### config.mk
export PLATFORM = sky130hd
export DESIGN_NAME = proc_control
export DESIGN_NICKNAME = d
export VERILOG_FILES = /design/src/rtl/proc_pkg.sv /design/src/rtl/dec3to8.sv /design/src/rtl/proc_control.sv
export SDC_FILE = /design/constraint.sdc
export NUM_CORES = 1
export LEC_CHECK = 0
export BUFFER_PORTS_ARGS = -buffer_cell sky130_fd_sc_hd__buf_4
export CORE_UTILIZATION = 35
export CTS_CLUSTER_SIZE = 28
export DETAILED_ROUTE_END_ITERATION = 8
export GPL_ROUTABILITY_DRIVEN = 0
export GPL_TIMING_DRIVEN = 0
export PLACE_DENSITY = 0.85
export SYNTH_ARGS = -nofsm -noshare
export SYNTH_HDL_FRONTEND = slang
export SYNTH_SLANG_ARGS = --single-unit
### constraint.sdc
create_clock -name Clock -period 2.3 [get_ports Clock]
set_clock_uncertainty 0.2 [all_clocks]
set_input_delay 0.23 -clock Clock [delete_from_list [all_inputs] [get_ports Clock]]
set_output_delay 0.23 -clock Clock [all_outputs]
set_load 0.02 [all_outputs]
### src/rtl/proc_pkg.sv
// Shared definitions for the bus-processor control unit: opcodes, state encoding, IR fields.
package proc_pkg;

  typedef enum logic [1:0] {
    T0 = 2'd0,
    T1 = 2'd1,
    T2 = 2'd2,
    T3 = 2'd3
  } state_t;

  localparam logic [2:0] OP_MV  = 3'b000;
  localparam logic [2:0] OP_MVI = 3'b001;
  localparam logic [2:0] OP_ADD = 3'b010;
  localparam logic [2:0] OP_SUB = 3'b011;

  // IR = {III opcode, XXX dest, YYY src}
  localparam int IR_OP_MSB  = 8;
  localparam int IR_OP_LSB  = 6;
  localparam int IR_X_MSB   = 5;
  localparam int IR_X_LSB   = 3;
  localparam int IR_Y_MSB   = 2;
  localparam int IR_Y_LSB   = 0;
  localparam int IR_SUB_BIT = 6;

endpackage

### src/rtl/dec3to8.sv
// 3-to-8 register-select decoder; register n drives bit (7-n), so R0 is the MSB.
module dec3to8 (
  input  logic [2:0] W,
  input  logic       En,
  output logic [7:0] Y
);

  always_comb begin
    Y = 8'b0;
    if (En) Y = 8'b1000_0000 >> W;
  end

endmodule

### src/rtl/proc_control.sv
// Multi-cycle T0..T3 control unit for the 8-register bus processor.
// Optional retired-instruction counter enabled by defining PROC_INSTR_COUNT_EN.
module proc_control
  import proc_pkg::*;
#(
  parameter int CNT_W = 16
) (
  input  logic             Clock,
  input  logic             Resetn,
  input  logic             Run,
  input  logic [8:0]       IR,
  output logic             IRin,
  output logic [7:0]       Rin,
  output logic [7:0]       Rout,
  output logic             Gout,
  output logic             DINout,
  output logic             Ain,
  output logic             Gin,
  output logic             AddSub,
  output logic             Done,
  output logic [CNT_W-1:0] instr_count
);

  state_t     state, state_next;
  logic [2:0] opcode;
  logic [7:0] x_sel, y_sel;

  assign opcode = IR[IR_OP_MSB:IR_OP_LSB];

  dec3to8 u_dec_x (.W(IR[IR_X_MSB:IR_X_LSB]), .En(1'b1), .Y(x_sel));
  dec3to8 u_dec_y (.W(IR[IR_Y_MSB:IR_Y_LSB]), .En(1'b1), .Y(y_sel));

  always_ff @(posedge Clock or negedge Resetn) begin
    if (!Resetn) state <= T0;
    else         state <= state_next;
  end

  always_comb begin
    state_next = state;
    IRin       = 1'b0;
    Rin        = 8'b0;
    Rout       = 8'b0;
    Gout       = 1'b0;
    DINout     = 1'b0;
    Ain        = 1'b0;
    Gin        = 1'b0;
    AddSub     = 1'b0;
    Done       = 1'b0;
    case (state)
      T0: begin
        // no IR load while reset is held, so every enable is quiet in reset
        IRin       = Run & Resetn;
        state_next = Run ? T1 : T0;
      end
      T1: begin
        state_next = T0;
        case (opcode)
          OP_MV: begin
            Rout = y_sel;
            Rin  = x_sel;
            Done = 1'b1;
          end
          OP_MVI: begin
            DINout = 1'b1;
            Rin    = x_sel;
            Done   = 1'b1;
          end
          OP_ADD, OP_SUB: begin
            Rout       = x_sel;
            Ain        = 1'b1;
            state_next = T2;
          end
          default: Done = 1'b1;
        endcase
      end
      T2: begin
        Rout       = y_sel;
        Gin        = 1'b1;
        AddSub     = IR[IR_SUB_BIT];
        state_next = T3;
      end
      T3: begin
        Gout       = 1'b1;
        Rin        = x_sel;
        Done       = 1'b1;
        state_next = T0;
      end
      default: state_next = T0;
    endcase
  end

`ifdef PROC_INSTR_COUNT_EN
  always_ff @(posedge Clock or negedge Resetn) begin
    if (!Resetn)   instr_count <= '0;
    else if (Done) instr_count <= instr_count + CNT_W'(1);
  end
`else
  assign instr_count = '0;
`endif

endmodule

Yosys cells after proc, flatten, opt, wreduce, memory -nomap -nowiden
Index checks and enable logic that the tools add are counted.
{"block": "classes", "div_mod_pow": 0, "order_cmp": 0, "n_reduce_logical": 4, "n_mux": 17, "multipliers": 0, "addsub": 0, "n_eq_ne": 6, "shift": 2, "bitwise_logic": 1}
{"op": "$pmux 8 s2", "count": 3}
{"op": "$shr 8x3->8 const A", "count": 2}
{"op": "$mux 1", "count": 10}
{"op": "$mux 8", "count": 1}
{"op": "$pmux 2 s4", "count": 1}
{"op": "$eq 3x2->1 const B", "count": 2}
{"op": "$eq 2x2->1 const B", "count": 2}
{"op": "$reduce_or 2->1", "count": 2}
{"op": "$eq 3x1->1 const B", "count": 1}
{"op": "$logic_not 3->1", "count": 1}
{"op": "$eq 2x1->1 const B", "count": 1}
{"op": "$logic_not 2->1", "count": 1}
{"op": "$mux 2", "count": 1}
{"op": "$pmux 1 s2", "count": 1}
{"op": "$and 1x1->1", "count": 1}
{"block": "word_totals", "n_memories": 0, "romBits": 0, "latchBits": 0, "elab_cells": 31, "ram_bits": 0, "reg_bits": 2, "in_bits": 12}

Logic depth before layout (Yosys ltp)
{"block": "depth", "word_depth": 4, "ltp_mapped": 5, "depth_no_buf": 5}

Cells and area by module
From an unflattened synthesis, not the netlist that was laid out.
{"block": "hier_totals", "hier_cells": 73, "area_unflattened_um2": 659.4}
{"module": "proc_control", "cells_each": 57, "area_per_inst_um2": 466.7, "instances": 1}
{"module": "dec3to8", "cells_each": 8, "area_per_inst_um2": 96.3, "instances": 2}

Least setup slack after synthesis
Ideal clock, no wire load.
{"block": "synth_path", "kind": "register to output", "from": "register (tool-made name)", "to": "output port Rout[1]", "n_path_buf": 0, "slack_ns": 0.289, "t_arrival_ns": 1.581, "t_required_ns": 1.870, "stages_incl_launch_ff": 6, "path_cell_list": "dfrtp_1 > inv_1 > ha_1 > nor4b_2 > nor2_1 > o32ai_1"}
{"item": "end: declaration", "line": "proc_control.sv:14", "text": "output logic [7:0] Rout,"}

Final worst setup path
{"block": "layout_path", "from": "register state[0]", "to": "output port Rout[7]"}
{"block": "layout_via", "elab_chain_len": 2}
{"item": "start: declaration", "line": "proc_control.sv:24", "text": "state_t state, state_next;"}
{"item": "start signal: assignment", "line": "proc_control.sv:35", "text": "else state <= state_next;"}
{"item": "$eq 2x2->1 / $eq 2x1->1 (equally long branches)", "line": "proc_control.sv:49", "text": "case (state)"}
{"item": "$pmux 8 s2 (*)", "line": "proc_control.sv:49"}
Every way passes the cells marked *; elsewhere a longest branch is shown, timed or not.

==> impl_metrics.json <==
{
  "outcome": "finished clean",
  "start_util_pct": 38.27,
  "start_kind": "register",
  "hold_class": "primary input to register",
  "mostFrequentLayoutCells": "buf_4 (52), conb_1 (16), nor2_1 (8)",
  "vias": 636,
  "syn_inst": 66,
  "core_area_sq_um": 1334,
  "cp_num_buf_inv": 2,
  "period_needed_ns": 2.247,
  "antenna_found_initial": 0,
  "setup_tns_ns": 0,
  "powerDensity_nw_per_um2": 545.9,
  "cts_buffers": 3,
  "antenna_cells": 0,
  "drive_gt1_share_pct": 57.85,
  "clock_latency_ns": 0.22,
  "rsz0062_at_grt": "yes",
  "die_x_microns": 40.19,
  "cts_tree": "done",
  "clk_pin_slew_ns": 0.03,
  "top_level_ports": 51,
  "report.final.setup_viol": 0,
  "hold_viol": 0,
  "cp_data_arrival_time_ns": 1.82,
  "drc": 0,
  "clock-sinks": 2,
  "grt-ovfl-total": 0,
  "ys_seq_elements": 2,
  "die_area_sq_um": 1615,
  "critPathMaxFanout": 6,
  "port_buffers": 34,
  "synth-seq-area-share_pct": 9.804,
  "fin_crit_sh_pct": 97.69,
  "die_h_microns": 40.19,
  "cp_cell_sequence": "inv_1 -> ha_4 -> or3b_1 -> o32ai_2 -> buf_4",
  "preCtsSetupSlack_ns": 0.2376,
  "cpPeakStageDelay_ns": 0.39,
  "track_usage_pct": 18.88,
  "rows": 13,
  "cts-root-buf": "clkbuf_4",
  "utilization_pct": 71.20,
  "drt_iter0_drc": 10,
  "wirelength_microns": 1515,
  "fmax_mhz": 445.1,
  "max_cap_violations": 0,
  "final_common_cell": "buf_4",
  "hpwlAfterDp_microns": 1106,
  "grt_pass1_vias": 490,
  "clock_tree.buffer_depth": 2,
  "fin_nets": 139,
  "grt_first_pass_wirelength_microns": 2035,
  "crit_path_end_kind": "output port",
  "area_growth_pct": 86.03,
  "path_delay_family": "flip-flops",
  "required_ns": 1.87,
  "synth.cell_area_sq_um": 510.5,
  "maxSlewViolCount": 0,
  "crit_slowest_cell": "dfrtp_1",
  "critPathKind": "register to output port",
  "dr.pass1.iters": 4,
  "p_leak_uw": 0.0005023,
  "vdd_drop_max_mv": 0.4171,
  "ant_nets": 0,
  "layout_setup_ws_ns": 0.05312,
  "syn_area_per_cell_sq_um": 7.735,
  "routedWlPerCell_microns": 11.14,
  "via_per_inst": 4.676,
  "synthesis.yosys.warnings": 0,
  "htreeDepth": 1,
  "grt_max_degree": 7,
  "ys_types": 28
}
area by class of cell:
| cell class | count | area, sq um |
|---|---|---|
| multi-input combinational | 61 | 450.4 |
| fill | 118 | 384.1 |
| timing repair buffer | 37 | 280.3 |
| buffer | 16 | 120.1 |
| sequential | 2 | 50.05 |
| clock buffer | 3 | 22.52 |
| tap | 15 | 18.77 |
| inverter | 2 | 7.507 |
worst paths after layout:
path | from | cells after the start | end | slack, ns
worst max-delay path | state[0] | 5 | Rout[7] | 0.05
worst min-delay path | Run | 2 | state[0] | 0.06
worst max register to register | register | 5 | register | 0.72
worst min register to register | register | 1 | register | 0.42
max in group asynchronous | Resetn | 2 | state[0] | 1.66
min in group asynchronous | Resetn | 2 | async pin | 0.14
report_power, final:
part	internal [uW]	leakage, uW	switching, uW
combinational	186	0.000462	194
clock	57.6	0.0000138	19.9
sequential	46.9	0.0000262	14.2
total	291	0.000502	228
metal layers:
metal	wire [microns]	vias up	GRT usage (%)
met3	147	2	5.000
met2	795	36	33.47
met4	13	0	7.500
li1	-	318	-
met1	558	280	21.19
met5	0	-	0
what timing repair did:
item,CTS,global route
hold buffers,1,0
buffers inserted,0,2
gates resized for setup,1,11
hold endpoints to repair,2,0
setup endpoints to repair,1,14
pin swaps,0,2
cell families (layout without fill, tap and decap cells):
logic type,Yosys count,in the layout,synth area share [%]
adder cells (fa/ha/maj),4,4,9.804
AND/OR/NAND/NOR,27,27,32.11
other,1,16,0.7346
multiplexers,2,2,4.411
buffers and inverters,18,58,25.00
AO/OA/AOI/OAI,12,12,18.14
flip-flops,2,2,9.804
synth_stat cells (all sizes together):
cell type  instances  area (sq um)
a21o               1         7.510
and2               3         20.02
and3               1         6.260
buf               16         120.1
conb               1         3.750
dfrtp              2         50.05
ha                 4         50.05
inv                2         7.510
mux2               2         22.52
nand2              1         3.750
nand2b             1         6.260
nand3              1         5.000
nand3b             2         15.01
nand4              1         6.260
nand4b             1         8.760
nor2               9         33.78
nor2b              1         6.260
nor3b              1         7.510
nor4b              1         15.01
o21ai              2         10.01
o21bai             1         7.510
o22ai              4         25.02
o32ai              4         42.55
or2                1         6.260
or2b               2         15.01
or3b               1         8.760
worst reg2reg max path, stage by stage (launching register included):
cell	delay (ns)
dfrtp_1	0.40
inv_2	0.08
ha_2	0.19
nor2b_4	0.13
and2_2	0.19
mux2_2	0.26
through the flow:
step	hold slack [ns]	power, uW	instances	instance area (sq um)
6_report	0.05645	518.4	136	949.7
5_1_grt	0.05589	561.5	136	949.7
4_1_cts	0.05072	472.2	134	885.9
3_5_place_dp	-0.1832	364.4	130	840.8
3_3_place_gp	-0.1842	355.6	130	840.8
2_1_floorplan	-0.2656	270.6	81	566.8
(Power assumes the default switching activity.)
